--- config.mk ---
export PLATFORM = sky130hd
export DESIGN_NAME = control_sequencer_legv8
export DESIGN_NICKNAME = d
export VERILOG_FILES = /design/src/rtl/legv8_pkg.sv /design/src/rtl/legv8_imm_extend.sv /design/src/rtl/control_sequencer_legv8.sv
export SDC_FILE = /design/constraint.sdc
export NUM_CORES = 1
export LEC_CHECK = 0
export BUFFER_PORTS_ARGS = -buffer_cell sky130_fd_sc_hd__buf_4
export CORE_ASPECT_RATIO = 1.4
export CORE_MARGIN = 2
export CORE_UTILIZATION = 44
export DETAILED_ROUTE_END_ITERATION = 6
export MAX_ROUTING_LAYER = met4
export PLACE_DENSITY = 0.8
export SYNTH_ARGS = -nofsm -noshare
export SYNTH_HDL_FRONTEND = slang
export SYNTH_SLANG_ARGS = --single-unit
export TNS_END_PERCENT = 20
--- constraint.sdc ---
create_clock -name clock -period 4.8 [get_ports clock]
set_input_delay 0.72 -clock clock [delete_from_list [all_inputs] [get_ports clock]]
set_output_delay 0.72 -clock clock [all_outputs]
set_load 0.01 [all_outputs]
--- src/rtl/legv8_pkg.sv ---
// Shared types and constants for the LEGv8 control sequencer: FSM states,
// opcode encodings, ALU function selects and ControlWord bit positions.
package legv8_pkg;

  typedef enum logic [2:0] {
    IDLE,
    DECODE,
    EXEC,
    MEM1,
    MEM2,
    DONE
  } state_t;

  typedef enum logic [3:0] {
    OP_ADD,
    OP_SUB,
    OP_AND,
    OP_ORR,
    OP_ADDI,
    OP_SUBI,
    OP_LDUR,
    OP_STUR,
    OP_ILLEGAL
  } op_t;

  typedef enum logic [1:0] {
    IMM_NONE,
    IMM_ALU,
    IMM_MEM
  } imm_sel_t;

  localparam logic [10:0] OPC_ADD  = 11'b10001011000;
  localparam logic [10:0] OPC_SUB  = 11'b11001011000;
  localparam logic [10:0] OPC_AND  = 11'b10001010000;
  localparam logic [10:0] OPC_ORR  = 11'b10101010000;
  localparam logic [9:0]  OPC_ADDI = 10'b1001000100;
  localparam logic [9:0]  OPC_SUBI = 10'b1101000100;
  localparam logic [10:0] OPC_LDUR = 11'b11111000010;
  localparam logic [10:0] OPC_STUR = 11'b11111000000;

  localparam logic [4:0] FS_AND = 5'b00000;
  localparam logic [4:0] FS_ORR = 5'b00100;
  localparam logic [4:0] FS_ADD = 5'b01000;
  localparam logic [4:0] FS_SUB = 5'b01001;

  localparam int CW_DA       = 0;
  localparam int CW_SA       = 5;
  localparam int CW_SB       = 10;
  localparam int CW_W        = 15;
  localparam int CW_BSEL     = 16;
  localparam int CW_FS       = 17;
  localparam int CW_C0       = 22;
  localparam int CW_CS       = 23;
  localparam int CW_EN_ALU   = 24;
  localparam int CW_EN_B     = 25;
  localparam int CW_EN_ADDR  = 26;
  localparam int CW_SIZE     = 27;
  localparam int CW_WE       = 29;
  localparam int CW_RE       = 30;

  // opc is instr[31:21]; I-type opcodes occupy only the upper ten bits.
  function automatic op_t decode_op(input logic [10:0] opc);
    op_t op;
    if (opc == OPC_ADD)             op = OP_ADD;
    else if (opc == OPC_SUB)        op = OP_SUB;
    else if (opc == OPC_AND)        op = OP_AND;
    else if (opc == OPC_ORR)        op = OP_ORR;
    else if (opc[10:1] == OPC_ADDI) op = OP_ADDI;
    else if (opc[10:1] == OPC_SUBI) op = OP_SUBI;
    else if (opc == OPC_LDUR)       op = OP_LDUR;
    else if (opc == OPC_STUR)       op = OP_STUR;
    else                            op = OP_ILLEGAL;
    return op;
  endfunction

  function automatic logic is_mem_op(input op_t op);
    return (op == OP_LDUR) || (op == OP_STUR);
  endfunction

  function automatic logic is_imm_op(input op_t op);
    return (op == OP_ADDI) || (op == OP_SUBI);
  endfunction

endpackage

--- src/rtl/legv8_imm_extend.sv ---
// Immediate generator: zero-extends the 12-bit ALU immediate or
// sign-extends the 9-bit D-type address offset, from instr[21:10].
import legv8_pkg::*;

module legv8_imm_extend (
  input  logic [11:0] instr_imm,
  input  imm_sel_t    imm_sel,
  output logic [63:0] constant
);

  // instr_imm[11:0] = instr[21:10]; the D-type offset instr[20:12] is instr_imm[10:2].
  always_comb begin
    constant = '0;
    unique case (imm_sel)
      IMM_ALU: constant = {52'b0, instr_imm};
      IMM_MEM: constant = {{55{instr_imm[10]}}, instr_imm[10:2]};
      default: constant = '0;
    endcase
  end

endmodule

--- src/rtl/control_sequencer_legv8.sv ---
// Multi-cycle LEGv8 control sequencer: accepts one instruction at a time and
// steps the datapath through EXEC or MEM1/MEM2 via a combinational ControlWord.
import legv8_pkg::*;

module control_sequencer_legv8 #(
  parameter logic [1:0] MEM_SIZE = 2'b11
) (
  input  logic        clock,
  input  logic        reset,
  input  logic [31:0] instr,
  input  logic        instr_valid,
  output logic        instr_ready,
  input  logic [3:0]  status,
  output logic [31:0] ControlWord,
  output logic [63:0] constant,
  output logic        done,
  output logic        illegal,
  output logic [3:0]  flags
);

  state_t      state;
  logic [31:0] instr_q;
  op_t         op;
  imm_sel_t    imm_sel;
  logic [4:0]  rd;
  logic [4:0]  rn;
  logic [4:0]  rm;
  logic [4:0]  alu_fs;
  logic        alu_c0;
  logic [31:0] cw;

  assign op = decode_op(instr_q[31:21]);
  assign rd = instr_q[4:0];
  assign rn = instr_q[9:5];
  assign rm = instr_q[20:16];

  // done, illegal and instr_ready are registered alongside the state so they
  // are valid for exactly the cycle the FSM sits in DONE / IDLE.
  always_ff @(posedge clock) begin
    if (reset) begin
      state       <= IDLE;
      instr_q     <= '0;
      flags       <= '0;
      done        <= 1'b0;
      illegal     <= 1'b0;
      instr_ready <= 1'b1;
    end else begin
      done        <= 1'b0;
      illegal     <= 1'b0;
      instr_ready <= 1'b0;
      unique case (state)
        IDLE: begin
          if (instr_valid) begin
            instr_q <= instr;
            state   <= DECODE;
          end else begin
            instr_ready <= 1'b1;
          end
        end
        DECODE: begin
          if (op == OP_ILLEGAL) begin
            state   <= DONE;
            done    <= 1'b1;
            illegal <= 1'b1;
          end else if (is_mem_op(op)) begin
            state <= MEM1;
          end else begin
            state <= EXEC;
          end
        end
        EXEC: begin
          flags <= status;
          state <= DONE;
          done  <= 1'b1;
        end
        MEM1: state <= MEM2;
        MEM2: begin
          state <= DONE;
          done  <= 1'b1;
        end
        DONE: begin
          state       <= IDLE;
          instr_ready <= 1'b1;
        end
        default: begin
          state       <= IDLE;
          instr_ready <= 1'b1;
        end
      endcase
    end
  end

  always_comb begin
    alu_fs = FS_ADD;
    alu_c0 = 1'b0;
    unique case (op)
      OP_SUB, OP_SUBI: begin
        alu_fs = FS_SUB;
        alu_c0 = 1'b1;
      end
      OP_AND:  alu_fs = FS_AND;
      OP_ORR:  alu_fs = FS_ORR;
      default: alu_fs = FS_ADD;
    endcase
  end

  // Loads and stores share the address path; they differ only in which
  // register field is routed and which memory strobe fires in MEM2.
  always_comb begin
    cw      = '0;
    imm_sel = IMM_NONE;
    unique case (state)
      EXEC: begin
        cw[CW_DA +: 5]  = rd;
        cw[CW_SA +: 5]  = rn;
        cw[CW_W]        = 1'b1;
        cw[CW_EN_ALU]   = 1'b1;
        cw[CW_FS +: 5]  = alu_fs;
        cw[CW_C0]       = alu_c0;
        if (is_imm_op(op)) begin
          cw[CW_BSEL] = 1'b1;
          imm_sel     = IMM_ALU;
        end else begin
          cw[CW_SB +: 5] = rm;
        end
      end
      MEM1, MEM2: begin
        cw[CW_SA +: 5]   = rn;
        cw[CW_BSEL]      = 1'b1;
        cw[CW_FS +: 5]   = FS_ADD;
        cw[CW_EN_ADDR]   = 1'b1;
        cw[CW_CS]        = 1'b1;
        cw[CW_SIZE +: 2] = MEM_SIZE;
        imm_sel          = IMM_MEM;
        if (op == OP_LDUR) begin
          cw[CW_DA +: 5] = rd;
          cw[CW_RE]      = 1'b1;
          cw[CW_W]       = (state == MEM2);
        end else begin
          cw[CW_SB +: 5] = rd;
          cw[CW_EN_B]    = 1'b1;
          cw[CW_WE]      = (state == MEM2);
        end
      end
      default: cw = '0;
    endcase
  end

  assign ControlWord = cw;

  legv8_imm_extend u_imm_extend (
    .instr_imm (instr_q[21:10]),
    .imm_sel   (imm_sel),
    .constant  (constant)
  );

endmodule

==> summary.txt <==
Timing
  • Final Cycle Share: around 83%
  • Setup TNS: 0 ps
  • Final setup viols: 0
  • Slack of the critical path: 812 ps
  • F_max: ~250 MHz
  • Relative slew slack: around two fifths
  • Period minus WS final: roughly 4000 ps
  • RSZ-0062 raised after global routing: false
  • Worst slew pin tran: approximately 900 ps
  • Clock skew: between 7 and 8 ps
  • Final hold violations: 0
  • Max-slew violations: 0

Placement
  • HPWL after DPL: 4.70 mm
  • Port buffer count: 138
  • Worst slack at placement: between 1000 and 1500 ps
  • Routability cong.: approximately 0.83

Clocking
  • Post-cts gate resize count: 0
  • Worst-skew pair later-pin latency: about 300 ps
  • CTS Hold Buffers Added: 0
  • H-Tree Depth: 2
  • Clk sinks: between 40 and 50
  • Maximum clock path buffer count: 2
  • Setup bufs post-CTS: 0
  • Clock transition at the registers of the reported paths: 90 ps
  • Total CTS buffers: 5
  • CTS tree: built
  • Root buffer cell: clkbuf_8

Flow run
  • Max Cap Viol: 0

Final layout
  • Fill cell count: between 500 and 600
  • Final net count: 445
  • Ant diodes: 0
  • Layout cell share with drive strength beyond 1: between 30% and 40%
  • Area growth, synth to finish: 30.4%

Setup path
  • Worst reg2reg path depth: 5
  • CP endpoint kind: output pin
  • CP Data Required Time: a little over 4000 ps
  • FF-to-FF Start: state[0]
  • CP Class: register to output pin
  • Arrival @ worst endpoint: between 3000 and 4000 ps
  • CP startpoint: state[1]
  • Critical path startpoint category: register
  • Crit-path max FO: between 50 and 60

Yosys
  • Mapped Area: 2470 um^2
  • Adder and majority gate portion of the synthesized area: under 10%
  • Synth top area cells: dfxtp_1 (34%), buf_4 (18%), nand2_1 (12%)
  • Simple-gate area share of the yosys netlist: 26.0%
  • Post-synthesis compound-gate area fraction: ~17%
  • YS warnings: 0
  • Main combinational cell family by area after synthesis: simple AND/OR/NAND/NOR gates
  • Share of the synthesized area in the top cell type: 34.1%
  • Synth area leader: dfxtp_1
  • Syn_area_per_cell: approximately 7.5 um^2
  • Gate Count Post-Synth: ~330
  • Post-synthesis xor/xnor area fraction: 0%
  • Register area share after synthesis: approximately a third
  • Mux cell area share after synthesis: 0%
  • Synthesized flop and latch total: 42
  • Post-synthesis cell type count: 50
  • Post-synth top flop: dfxtp_1
  • Number of flops mapped to enable cells by yosys: 0
  • Fraction of registers with async set/reset: 0%

Floorplanning
  • Starting Density: 45.3%
  • Core outline area: 5450 um^2
  • I/O pin total: between 100 and 150
  • Die Y: just over 90 um
  • Row cnt: 32
  • Die X: 67.3 um
  • DIE AREA: 6230 um^2

Detailed routing
  • ANT nets after route: 0
  • DR iter-0 viols: between 150 and 200
  • Routed WL per cell: around 13 um
  • Average vias per placed instance: 4.91
  • Detailed Route WL: 6.27 mm
  • Post-route DRC: 0
  • Router iterations before antenna repair: 5
  • Via count: about 2300

Outcome
  • Status: completed

Global routing
  • GR Overflow Total: 0
  • Total GRT Usage: between 20 and 25%
  • First-pass GRT wire length: approximately 10 mm
  • Largest net degree at the start of global routing: between 50 and 60
  • Vias in the first global route: 2039
  • Initial antenna violation count: 0

Power and ir drop
  • Leak Pwr: around 1.5 nW
  • Total power: approximately 0.96 mW
  • VDD IR max: between 0.00015 and 0.0002 V
  • Power Dens Cells: ~300 nW/um^2

Hold path
  • Start point of the worst min-delay path: instr_q[9]
  • Min-Delay Path Class: register to register
  • WHS Path Cells: 2
[state kept, by name (all words and copies together), names as in the netlist]
name         cells
done             1
instr_q         32
flags            4
illegal          1
state            3
instr_ready      1
[metal layers]
| metal | global-route usage [%] | wire length [um] | share of wire, % | vias to the layer above |
|---|---|---|---|---|
| met5 | - | 0 | 0 | - |
| met1 | 23.9 | 2410 | 38 | 1031 |
| li1 | - | - | - | 1182 |
| met2 | 34.1 | 3280 | 52 | 94 |
| met4 | 9.52 | 188 | 3.0 | 0 |
| met3 | 3.52 | 392 | 6.3 | 15 |
[critical path, cell delays in order (launching register included)]
cell     delay [ps]
dfxtp_1         590
or3b_2          600
nor3_1          280
nand2_1         140
ha_1            440
and3b_1         250
buf_4           410
a21o_1          130
buf_4           110
[stage by stage]
step / utilization, % / hold WS, ps / area [um^2] / cells
2_1_floorplan: - / 432 / 2470 / 330
3_5_place_dp: 57.3 / 442 / 3120 / 465
3_3_place_gp: 57.3 / 438 / 3120 / 465
6_report: 59.1 / 453 / 3220 / 473
5_1_grt: 59.1 / 477 / 3220 / 473
4_1_cts: 59.1 / 454 / 3220 / 473
[cell type report]
| cell class | count | area [um^2] | share of cell area [%] |
|---|---|---|---|
| clock buffer | 6 | 82.6 | 2.57 |
| clock inverter | 2 | 12.5 | 0.389 |
| inverter | 7 | 26.3 | 0.817 |
| multi-input combinational | 207 | 1110 | 34.5 |
| sequential | 42 | 841 | 26.1 |
| tap | 68 | 85.1 | 2.65 |
| timing repair buffer | 141 | 1060 | 32.9 |
[logic make-up (layout without fill, tap and decap cells)]
family / after synthesis / after routing
flip-flops: 42 / 42
AND/OR/NAND/NOR: 135 / 135
adder cells (fa/ha/maj): 2 / 2
AO/OA/AOI/OAI: 67 / 67
other: 1 / 3
buffers and inverters: 81 / 156
[cell usage after synthesis (3+ instances only)]
master and instances:
a21o_1 3, clkbuf_1 13, a22oi_1 8, and2_1 7, dfxtp_1 42, a22o_1 5
o21ai_0 3, nor2_1 20, buf_4 58, nor2b_1 7, nand2_1 77, inv_1 6
a21oi_1 37
[power by group]
part           switching, mW  internal [mW]  leakage (nW)  total (mW)
Combinational          0.153          0.125          1.12       0.278
Sequential            0.0444          0.395         0.343       0.439
Clock                  0.125          0.116        0.0472       0.241
Total                  0.323          0.635          1.51       0.958
[path summary, 6_finish.rpt]
kind / end / slack, ps
setup / recovery: constant[9] / 810
hold / removal: instr_q[9] / 450
setup reg to reg: state[2] / 2730
hold reg to reg: instr_q[9] / 450
[layout by cell type, fill, tap and decap left out, drive strengths merged, types with 2 or more instances in the layout]
cell      n
or4       3
or3b      2
o21ai     4
nor2     20
a22oi     8
nor4b     2
a21o      3
nand2    77
dfxtp    42
and2      7
a21oi    38
nand3b    2
inv       7
nor4      2
a22o      5
nor3b     2
buf     141
conb      3
nor2b     7
clkbuf    6
ha        2
No activity file was read; power rests on OpenSTA's default activity.
